<file path="config.mk">
export PLATFORM = sky130hd
export DESIGN_NAME = residual_calc
export DESIGN_NICKNAME = d
export VERILOG_FILES = /design/src/rtl/residual_calc.sv
export SDC_FILE = /design/constraint.sdc
export NUM_CORES = 1
export LEC_CHECK = 0
export CAP_MARGIN = 20
export CORE_UTILIZATION = 31
export DETAILED_ROUTE_END_ITERATION = 10
export PLACE_DENSITY_LB_ADDON = 0.2
export SETUP_SLACK_MARGIN = 0.4
export SKIP_LAST_GASP = 1
export SLEW_MARGIN = 20
export SYNTH_ARGS = -nofsm -noshare
export SYNTH_HDL_FRONTEND = slang
export SYNTH_SLANG_ARGS = --single-unit
</file>
<file path="constraint.sdc">
create_clock -name clk -period 7.3 [get_ports clk]
set_clock_uncertainty 0.15 [all_clocks]
set_input_delay 1.825 -clock clk [delete_from_list [all_inputs] [get_ports clk]]
set_output_delay 1.825 -clock clk [all_outputs]
set_load 0.1 [all_outputs]
</file>
<file path="src/rtl/residual_calc.sv">
// ============================================================================
// residual_calc
// Re-reads stored (x, y) samples, streams residuals y - (B0 + B1*x) and
// accumulates the sum of absolute residuals over one pass.
// Revision: 1.0 - initial release
// ============================================================================
`default_nettype none

module residual_calc #(
    parameter int N_SAMPLES = 150,
    parameter int ADDR_W    = 8,
    parameter int SAE_W     = 28
) (
    input  logic              clk,
    input  logic              rst,
    input  logic              start,
    input  logic [19:0]       B0,
    input  logic [19:0]       B1,
    output logic              mem_rd,
    output logic [ADDR_W-1:0] mem_addr,
    input  logic [19:0]       x_in,
    input  logic [19:0]       y_in,
    output logic [19:0]       err,
    output logic              err_valid,
    output logic [ADDR_W-1:0] err_idx,
    output logic [SAE_W-1:0]  sae,
    output logic              busy,
    output logic              done
);

    localparam logic [ADDR_W-1:0] LAST_IDX = ADDR_W'(N_SAMPLES - 1);

    typedef enum logic [2:0] {
        IDLE    = 3'd0,
        FETCH   = 3'd1,
        COMPUTE = 3'd2,
        EMIT    = 3'd3,
        DONE    = 3'd4
    } state_t;

    state_t             state;
    logic [ADDR_W-1:0]  count;
    logic signed [19:0] b0_lat;
    logic signed [19:0] b1_lat;

    logic signed [39:0] prod;
    logic [19:0]        yhat;
    logic [19:0]        err_next;
    logic [19:0]        err_abs;
    logic               unused_prod_bits;

    // Q10.10 * Q10.10 = Q20.20; keep the Q10.10 window, dropping fraction bits (floor).
    assign prod             = b1_lat * $signed(x_in);
    assign yhat             = prod[29:10] + b0_lat;
    assign err_next         = y_in - yhat;
    assign unused_prod_bits = ^{prod[39:30], prod[9:0]};

    // Most negative residual maps to an unsigned 0x80000 magnitude.
    assign err_abs = err[19] ? (~err + 20'd1) : err;

    always_ff @(posedge clk or posedge rst) begin
        if (rst) begin
            state     <= IDLE;
            count     <= '0;
            b0_lat    <= '0;
            b1_lat    <= '0;
            mem_rd    <= 1'b0;
            mem_addr  <= '0;
            err       <= '0;
            err_valid <= 1'b0;
            err_idx   <= '0;
            sae       <= '0;
            busy      <= 1'b0;
            done      <= 1'b0;
        end else begin
            mem_rd    <= 1'b0;
            err_valid <= 1'b0;
            done      <= 1'b0;
            case (state)
                IDLE: begin
                    if (start) begin
                        b0_lat   <= $signed(B0);
                        b1_lat   <= $signed(B1);
                        count    <= '0;
                        sae      <= '0;
                        mem_addr <= '0;
                        mem_rd   <= 1'b1;
                        busy     <= 1'b1;
                        state    <= FETCH;
                    end
                end
                FETCH: begin
                    state <= COMPUTE;
                end
                COMPUTE: begin
                    err       <= err_next;
                    err_idx   <= count;
                    err_valid <= 1'b1;
                    state     <= EMIT;
                end
                EMIT: begin
                    sae <= sae + {{(SAE_W-20){1'b0}}, err_abs};
                    if (count == LAST_IDX) begin
                        done  <= 1'b1;
                        state <= DONE;
                    end else begin
                        count    <= count + 1'b1;
                        mem_addr <= count + 1'b1;
                        mem_rd   <= 1'b1;
                        state    <= FETCH;
                    end
                end
                DONE: begin
                    busy  <= 1'b0;
                    state <= IDLE;
                end
                default: begin
                    busy  <= 1'b0;
                    state <= IDLE;
                end
            endcase
        end
    end

endmodule

`default_nettype wire
</file>
== Word-level counts from Yosys, hierarchy flattened ==
Cells that the tools add are included.
Storage, ports and cells
  bits in registers: 111
  input bits: 83
  output and inout port bits: 68
  word-level logic and storage cells: 49
Operators by class
  add/subtract/negate cells: 5
  multiply operators: 1
  equal/unequal tests: 6
  mux-type cells: 17
  bitwise operators: 2
  reduce and logical (&&, ||, !) cells: 7
Operator list (count)
  28-bit one-hot mux with 2 select lines: 1
  20-bit by 20-bit multiplier with 30-bit output: 1
  28-bit by 20-bit adder with 28-bit output: 1
  28-bit 2-to-1 mux: 1
  20-bit by 1-bit adder with 20-bit output, second input constant: 1
  20-bit adder: 1
  20-bit 2-to-1 mux: 1
  20-bit NOT: 1
  20-bit subtractor: 1
  8-bit 2-to-1 mux: 2
  8-bit one-hot mux with 2 select lines: 1
  3-bit one-hot mux with 4 select lines: 1
  8-bit by 1-bit adder with 8-bit output, second input constant: 1
  8-bit == test, second input constant: 1
  3-bit by 2-bit == test with 1-bit output, second input constant: 2
  1-bit 2-to-1 mux: 6
  3-bit 2-to-1 mux: 2
  2-bit AND reduction: 3
  2-bit inequality test, second input constant: 2
  1-bit one-hot mux with 2 select lines: 2
  3-bit by 1-bit == test with 1-bit output, second input constant: 1
  3-bit zero test: 1
  3-bit AND reduction: 1
  3-bit OR reduction: 1
  2 further kinds: 2

== Depth between registers and ports, before layout ==
Gate-level depths: netlist of the first run.
  depth in word-level cells: 5
  depth in mapped cells: 38

== Worst setup path before layout of the first run ==
OpenSTA, ideal clock, no wires.
  kind: input -> register
  start point: in x_in[11]
  end point: reg err[19]
  setup time: 129 ps
  arrival: 9254 ps
  required time: 7021 ps
  path slack: -2234 ps
  stages: 31
  path buffers: 2
  cells stage by stage: clkbuf_1 -> clkbuf_1 -> nand2_1 -> fa_1 -> inv_1 -> fa_1 -> fa_1 -> fa_1 -> fa_1 -> fa_1 -> inv_1 -> fa_1 -> inv_1 -> ha_1 -> and4_1 -> nand2_1 -> a2111oi_2 -> o21a_1 -> o21a_1 -> nor2_1 -> fa_1 -> inv_1 -> ha_1 -> or3_1 -> a211o_1 -> a21oi_1 -> o21bai_1 -> nand2_1 -> a31o_2 -> xnor2_1 -> o21ai_1
Between the ends
  word-level cells in the longest chain between the ends: 3
Ends and longest elaborated chain
  start, declared: line 21  | input logic [19:0] x_in,
  20-bit by 20-bit multiplier with 30-bit output: line 53  | assign prod = b1_lat * $signed(x_in);
  20-bit adder: line 54  | assign yhat = prod[29:10] + b0_lat;
  20-bit subtractor: line 55  | assign err_next = y_in - yhat;
  end signal, assigned: line 96  | err <= err_next;
  end, declared: line 23  | output logic [19:0] err,
No other way between the ends.
A chain may end at the register's enable or synchronous reset.

== Worst setup path after layout of the first run ==
  start point: in x_in[4]
  end point: reg err[17]
The elaborated chain is that of the path after synthesis.

==> results of run 1 <==
==> cell type report <==
type                            count  area (um2)  area share [%]
Clock buffer                        9         225           0.938
Clock inverter                      7        91.3           0.381
Inverter                          434        1630            6.80
Multi-Input combinational cell   1465       14500            60.6
Sequential cell                   111        2780            11.6
Tap cell                          773         967            4.03
Timing Repair Buffer              403        3770            15.7
==> layout by cell type, fill, tap and decap left out, drive strengths merged, types with 4 or more instances in the layout <==
| master | netlist | layout |
|---|---|---|
| a211oi | 6 | 6 |
| dlygate4sd2 | 0 | 7 |
| o21ai | 66 | 66 |
| nor2b | 4 | 4 |
| a211o | 5 | 5 |
| ha | 137 | 137 |
| a21o | 10 | 10 |
| and2 | 209 | 209 |
| nand3 | 39 | 39 |
| mux2i | 5 | 5 |
| o31ai | 10 | 10 |
| nor2 | 52 | 52 |
| clkdlybuf4s50 | 0 | 132 |
| nand2 | 338 | 338 |
| a21oi | 34 | 34 |
| dfrtp | 111 | 111 |
| o21bai | 6 | 6 |
| and3 | 10 | 10 |
| nor3 | 14 | 14 |
| xor2 | 29 | 29 |
| inv | 434 | 438 |
| a31o | 4 | 4 |
| fa | 329 | 329 |
| clkbuf | 91 | 12 |
| xnor2 | 73 | 73 |
| o211ai | 8 | 8 |
| or3 | 7 | 7 |
| o21a | 11 | 11 |
| buf | 1 | 254 |
| nand2b | 21 | 21 |
==> sequential cells by signal (all words and copies together), names as in the netlist <==
register,cells
busy,1
b0_lat,20
count,8
b1_lat,20
err_idx,8
sae,28
err,20
done,1
err_valid,1
mem_rd,1
state,3
==> worst min path at each step <==
stage,start,end,slack [ps],depth (start not counted)
finish,sae[27]$_DFFE_PP0P_,sae[27]$_DFFE_PP0P_,330,1
global route,sae[27]$_DFFE_PP0P_,sae[27]$_DFFE_PP0P_,360,1
CTS,sae[27]$_DFFE_PP0P_,sae[27]$_DFFE_PP0P_,340,1
detailed placement,err_idx[2]$_DFFE_PP0P_,err_idx[2]$_DFFE_PP0P_,320,2
global placement,err_idx[0]$_DFFE_PP0P_,err_idx[0]$_DFFE_PP0P_,310,2
floorplan,b0_lat[1]$_DFFE_PP0P_,b0_lat[1]$_DFFE_PP0P_,300,2
==> logic make-up after synthesis <==
| family | share of synthesized area, % |
|---|---|
| muxes | 0.269 |
| and+or+nand+nor | 18.4 |
| DFF | 14.9 |
| adders and majority gates | 44.6 |
| buffers and inverters | 10.6 |
| xor gates and xnor gates | 4.80 |
| AOI/OAI and AO/OA | 6.41 |
==> per-layer routing <==
metal | up-vias | share of wire (%) | global-route usage (%)
met5 | - | 0 | 0
met4 | 0 | 1.2 | 3.58
met3 | 34 | 3.7 | 1.64
met2 | 263 | 51 | 32.5
met1 | 7311 | 44 | 23.8
li1 | 6946 | - | -
==> through the flow <==
step	util [%]	worst slack [ps]	setup TNS, ps	cell area [um2]
finish	40.5	-2210	-32790	24000
global route	40.5	-2550	-38310	24000
CTS	40.0	-2250	-33480	23700
detailed placement	38.5	-3290	-49680	22800
global placement	38.5	-3220	-48220	22800
floorplan	-	-1950	-27470	19000
==> critical path: cells and delay by family <==
kind | cells | cell delay [ps]
adder cells (fa/ha/maj) | 10 | 4140
AO/OA/AOI/OAI | 11 | 2120
buffers and inverters | 10 | 830
AND/OR/NAND/NOR | 5 | 530
XOR/XNOR | 1 | 160
==> cells in the mapped netlist (32+ instances only) <==
| cell | instances |
|---|---|
| ha_1 | 137 |
| xnor2_1 | 73 |
| nand2_1 | 338 |
| clkbuf_1 | 91 |
| nor2_1 | 52 |
| dfrtp_1 | 111 |
| a21oi_1 | 32 |
| inv_1 | 434 |
| fa_1 | 329 |
| o21ai_0 | 53 |
| nand3_1 | 39 |
| and2_1 | 209 |
==> repair_timing <==
item                                   CTS  global route
buffers inserted                        26            14
cloned                                   6             0
pin swaps                               82            76
gates resized for setup                101            60
endpoints found under the hold margin    0             0
setup endpoints to repair               20            20
==> results.cfg, run 1 <==
[synthesis]
synth_largest_area_cell = fa_1
syn_inst = 2102
yosys_warnings = 0
syn_area_um2 = 18600
synth-seq-area-share_pct = 14.9
synth-seq-cells = 111
synthArstFlopShare_pct = 100
synth_area_per_cell_um2 = 8.86
synth.distinct_cells = 61
synth_area_leaders = fa_1 35%, dfrtp_1 15%, ha_1 9.2%
synth_top_area_share_pct = 35.4
synth-edff-count = 0
synth-main-ff-cell = dfrtp_1
syn-num-nets = 2651

[global_routing]
grt_remaining_overflow = 0
grt_max_degree = 66
antenna_found_initial = 1
grt_first_pass_wirelength_mm = 85.4
grt_pass1_vias = 15645
grt_usage_pct = 18.2

[worst_setup_path]
worstPathMaxFanout = 3
crit_required_ps = 7390
cp-start-kind = input port
cpMostUsedCell = fa_1
crit_arrival_ps = 9600
r2r_cells = 36
crit_start = x_in[4]
reg2reg_slack_ps = -1090
crit_type = input port to register
worst_setup_path_end_kind = register
cp_slowest_cell = fa_1
reg2reg_to = err[17]$_DFFE_PP0P_
critical_path.max_stage_delay_ps = 600
r2r-start = b1_lat[5]$_DFFE_PP0P_
endpoint = err[17]$_DFFE_PP0P_

[clock_network]
cts_buffers = 9
root_buffer = clkbuf_16
clk_pin_slew_ps = 90
cts.sink_count = 111
clockBufferDepth = 2
cts_tree = built
ctsHoldBuffers = 0
ctsHtreeMaxLevel = 3
clock_latency_ps = 390

[sta]
setup_slack_ps = -2210
timing.fmax_mhz = 105
setup_viol = 20
hold_ws_ps = 331
fin_crit_ps = 9510
worst_pin_slew_ps = 1020
grt_setup_unrepaired = yes
timing_max_transition_violations_final = 0
fin_crit_sh_pct = 130
slew_headroom_pct = 32.0
hold_violations = 0

[routing]
vias_per_cell = 4.55
via_count = 14554
first_pass_iters = 8
wire_per_inst_um = 16.7
drt_iter0_markers = 599
ant_nets = 0
drc = 32
wl_mm = 53.4

[die]
start_util_pct = 31.4
core_um2 = 59200
die_area_um2 = 61100
pin_count = 151
num_rows = 89
dieHeight_um = 247
die_w_um = 247

[place]
numPortBuffers = 150
place_congestion = 0.861
dp_cells = 3140
hpwl_mm = 43.8

[finish]
fin_cells = 3202
area_growth_pct = 28.9
n_antenna_cell = 0
nNetsFinal = 2973
n_fill_cell = 5944
drive_above_1_share_pct = 17.5

[outcome]
violations = design-rule violations, negative setup slack
outcome = finished with violations

[flow_run]
cap_violations = 0

[hold_path]
hold_class = register to register
Power of run 1 is left out: the tool's default activity adds up to more than one toggle a clock period on the data nets, which glitch-free logic cannot reach.
==> run 2: changes to the inputs <==
--- a/config.mk
+++ b/config.mk
@@ -6,8 +6,9 @@
 export NUM_CORES = 1
 export LEC_CHECK = 0
 export CAP_MARGIN = 20
-export CORE_UTILIZATION = 31
+export CORE_UTILIZATION = 55
 export DETAILED_ROUTE_END_ITERATION = 10
+export GPL_ROUTABILITY_DRIVEN = 0
 export PLACE_DENSITY_LB_ADDON = 0.2
 export SETUP_SLACK_MARGIN = 0.4
 export SKIP_LAST_GASP = 1
==> run 2 against run 1 <==
Net effect: the run ends with negative setup slack left; critical path depth is 4 lower; wire length shrank 8.2%; clock-buffer cell count up 1; maximum frequency is 0.49% higher; first-iteration DRC count rose by 22%; die area decreased by 43%; utilization is 29 points higher; sequential cell count did not move; register-to-register slack worse by 200 ps; worst hold slack got worse by 1.2 ps; via count is 3.3% higher; global-route usage rose by 12 points; critical path type unchanged.
==> results.cfg, run 2 (same netlist as run 1, synthesis figures left out) <==
[worst_setup_path]
cp_slowest_cell = fa_1
crit_type = input port to register
cp-start-kind = input port
worstPathMaxFanout = 5
worst_setup_path_end_kind = register
crit_arrival_ps = 9520
critical_path.max_stage_delay_ps = 570
reg2reg_slack_ps = -1290
cpMostUsedCell = fa_1
crit_required_ps = 7350

[clock_network]
clockBufferDepth = 2
clk_pin_slew_ps = 80
ctsHtreeMaxLevel = 3
cts_buffers = 9
cts_tree = built
cts.sink_count = 111
clock_latency_ps = 370
root_buffer = clkbuf_16

[global_routing]
grt_max_degree = 60
grt_remaining_overflow = 0
grt_pass1_vias = 16455
antenna_found_initial = 1
grt_first_pass_wirelength_mm = 81.1
grt_usage_pct = 30.6

[routing]
drt_iter0_markers = 733
wire_per_inst_um = 17.2
first_pass_iters = 5
vias_per_cell = 5.28
drc = 0
via_count = 15040
wl_mm = 49.0
ant_nets = 0

[sta]
slew_headroom_pct = 31.8
timing.fmax_mhz = 106
setup_viol = 20
hold_violations = 0
grt_setup_unrepaired = yes
setup_slack_ps = -2170
fin_crit_sh_pct = 130
hold_ws_ps = 330
worst_pin_slew_ps = 1020
fin_crit_ps = 9470
timing_max_transition_violations_final = 0

[finish]
nNetsFinal = 2946
drive_above_1_share_pct = 17.8
area_growth_pct = 24.8
n_antenna_cell = 0
top_register = sae
final_common_cell = inv_1
fin_cells = 2850
largest_reg_flops = 28
layout_common_cells = 403 x inv_1, 331 x nand2_1, 305 x fa_1
n_fill_cell = 2545

[place]
preCtsSetupSlack_ps = -3010
dp_cells = 2801
hpwl_mm = 39.6
numPortBuffers = 150

[die]
pin_count = 151
die_w_um = 186
num_rows = 67
die_area_um2 = 34600
dieHeight_um = 186
core_um2 = 33400
start_util_pct = 55.7

[hold_path]
hold_class = register to register

[flow_run]
cap_violations = 0

[outcome]
outcome = finished with violations
violations = negative setup slack
-- run 2: worst max-delay path, delay by kind of cell --
kind / cells / cell delay, ps
adder cells (fa/ha/maj): 10 / 4490
buffers and inverters: 8 / 640
XOR/XNOR: 1 / 110
AO/OA/AOI/OAI: 8 / 1460
AND/OR/NAND/NOR: 6 / 980
-- run 2: timing repair --
item                       in CTS  in global routing
pin swaps                      93                 72
gates resized for setup       161                 44
setup endpoints to repair      20                 20
buffers inserted               23                  4
cloned                          6                  0
hold buffers                    0                  0
-- run 2: worst paths after layout --
check	from	to	depth (start not counted)
worst max-delay path	x_in[7]	err[19]$_DFFE_PP0P_	33
worst min-delay path	err_idx[4]$_DFFE_PP0P_	err_idx[4]$_DFFE_PP0P_	2
worst max register to register	b1_lat[6]$_DFFE_PP0P_	err[19]$_DFFE_PP0P_	31
worst min register to register	err_idx[4]$_DFFE_PP0P_	err_idx[4]$_DFFE_PP0P_	2
max in group asynchronous	rst	sae[1]$_DFFE_PP0P_	3
min in group asynchronous	rst	b1_lat[3]$_DFFE_PP0P_	2
-- run 2: cell type report --
cell class | instances | area, um2 | area share (%)
repair buffers | 376 | 3430 | 14.8
flip-flops and latches | 111 | 2780 | 12.0
clock buffers | 10 | 229 | 0.985
clock inverters | 6 | 62.6 | 0.269
multi-input cells | 1465 | 14500 | 62.6
inverters | 434 | 1630 | 7.02
well taps | 448 | 561 | 2.41
-- run 2: metrics by stage --
step | utilization (%) | cell area, um2 | setup TNS, ps
finish | 69.5 | 23200 | -31550
CTS | 69.1 | 23100 | -30250
floorplan | - | 19000 | -27470
detailed placement | 66.3 | 22200 | -47810
global route | 69.5 | 23200 | -37400
global placement | 66.3 | 22200 | -44560
-- run 2: routing by layer --
layer  track usage (%)  wire (um)
met1              35.3      18600
met2              56.5      25800
met3              3.97       2350
met4              13.5       2290
met5                 0          9
Power of run 2 is left out for the same reason.
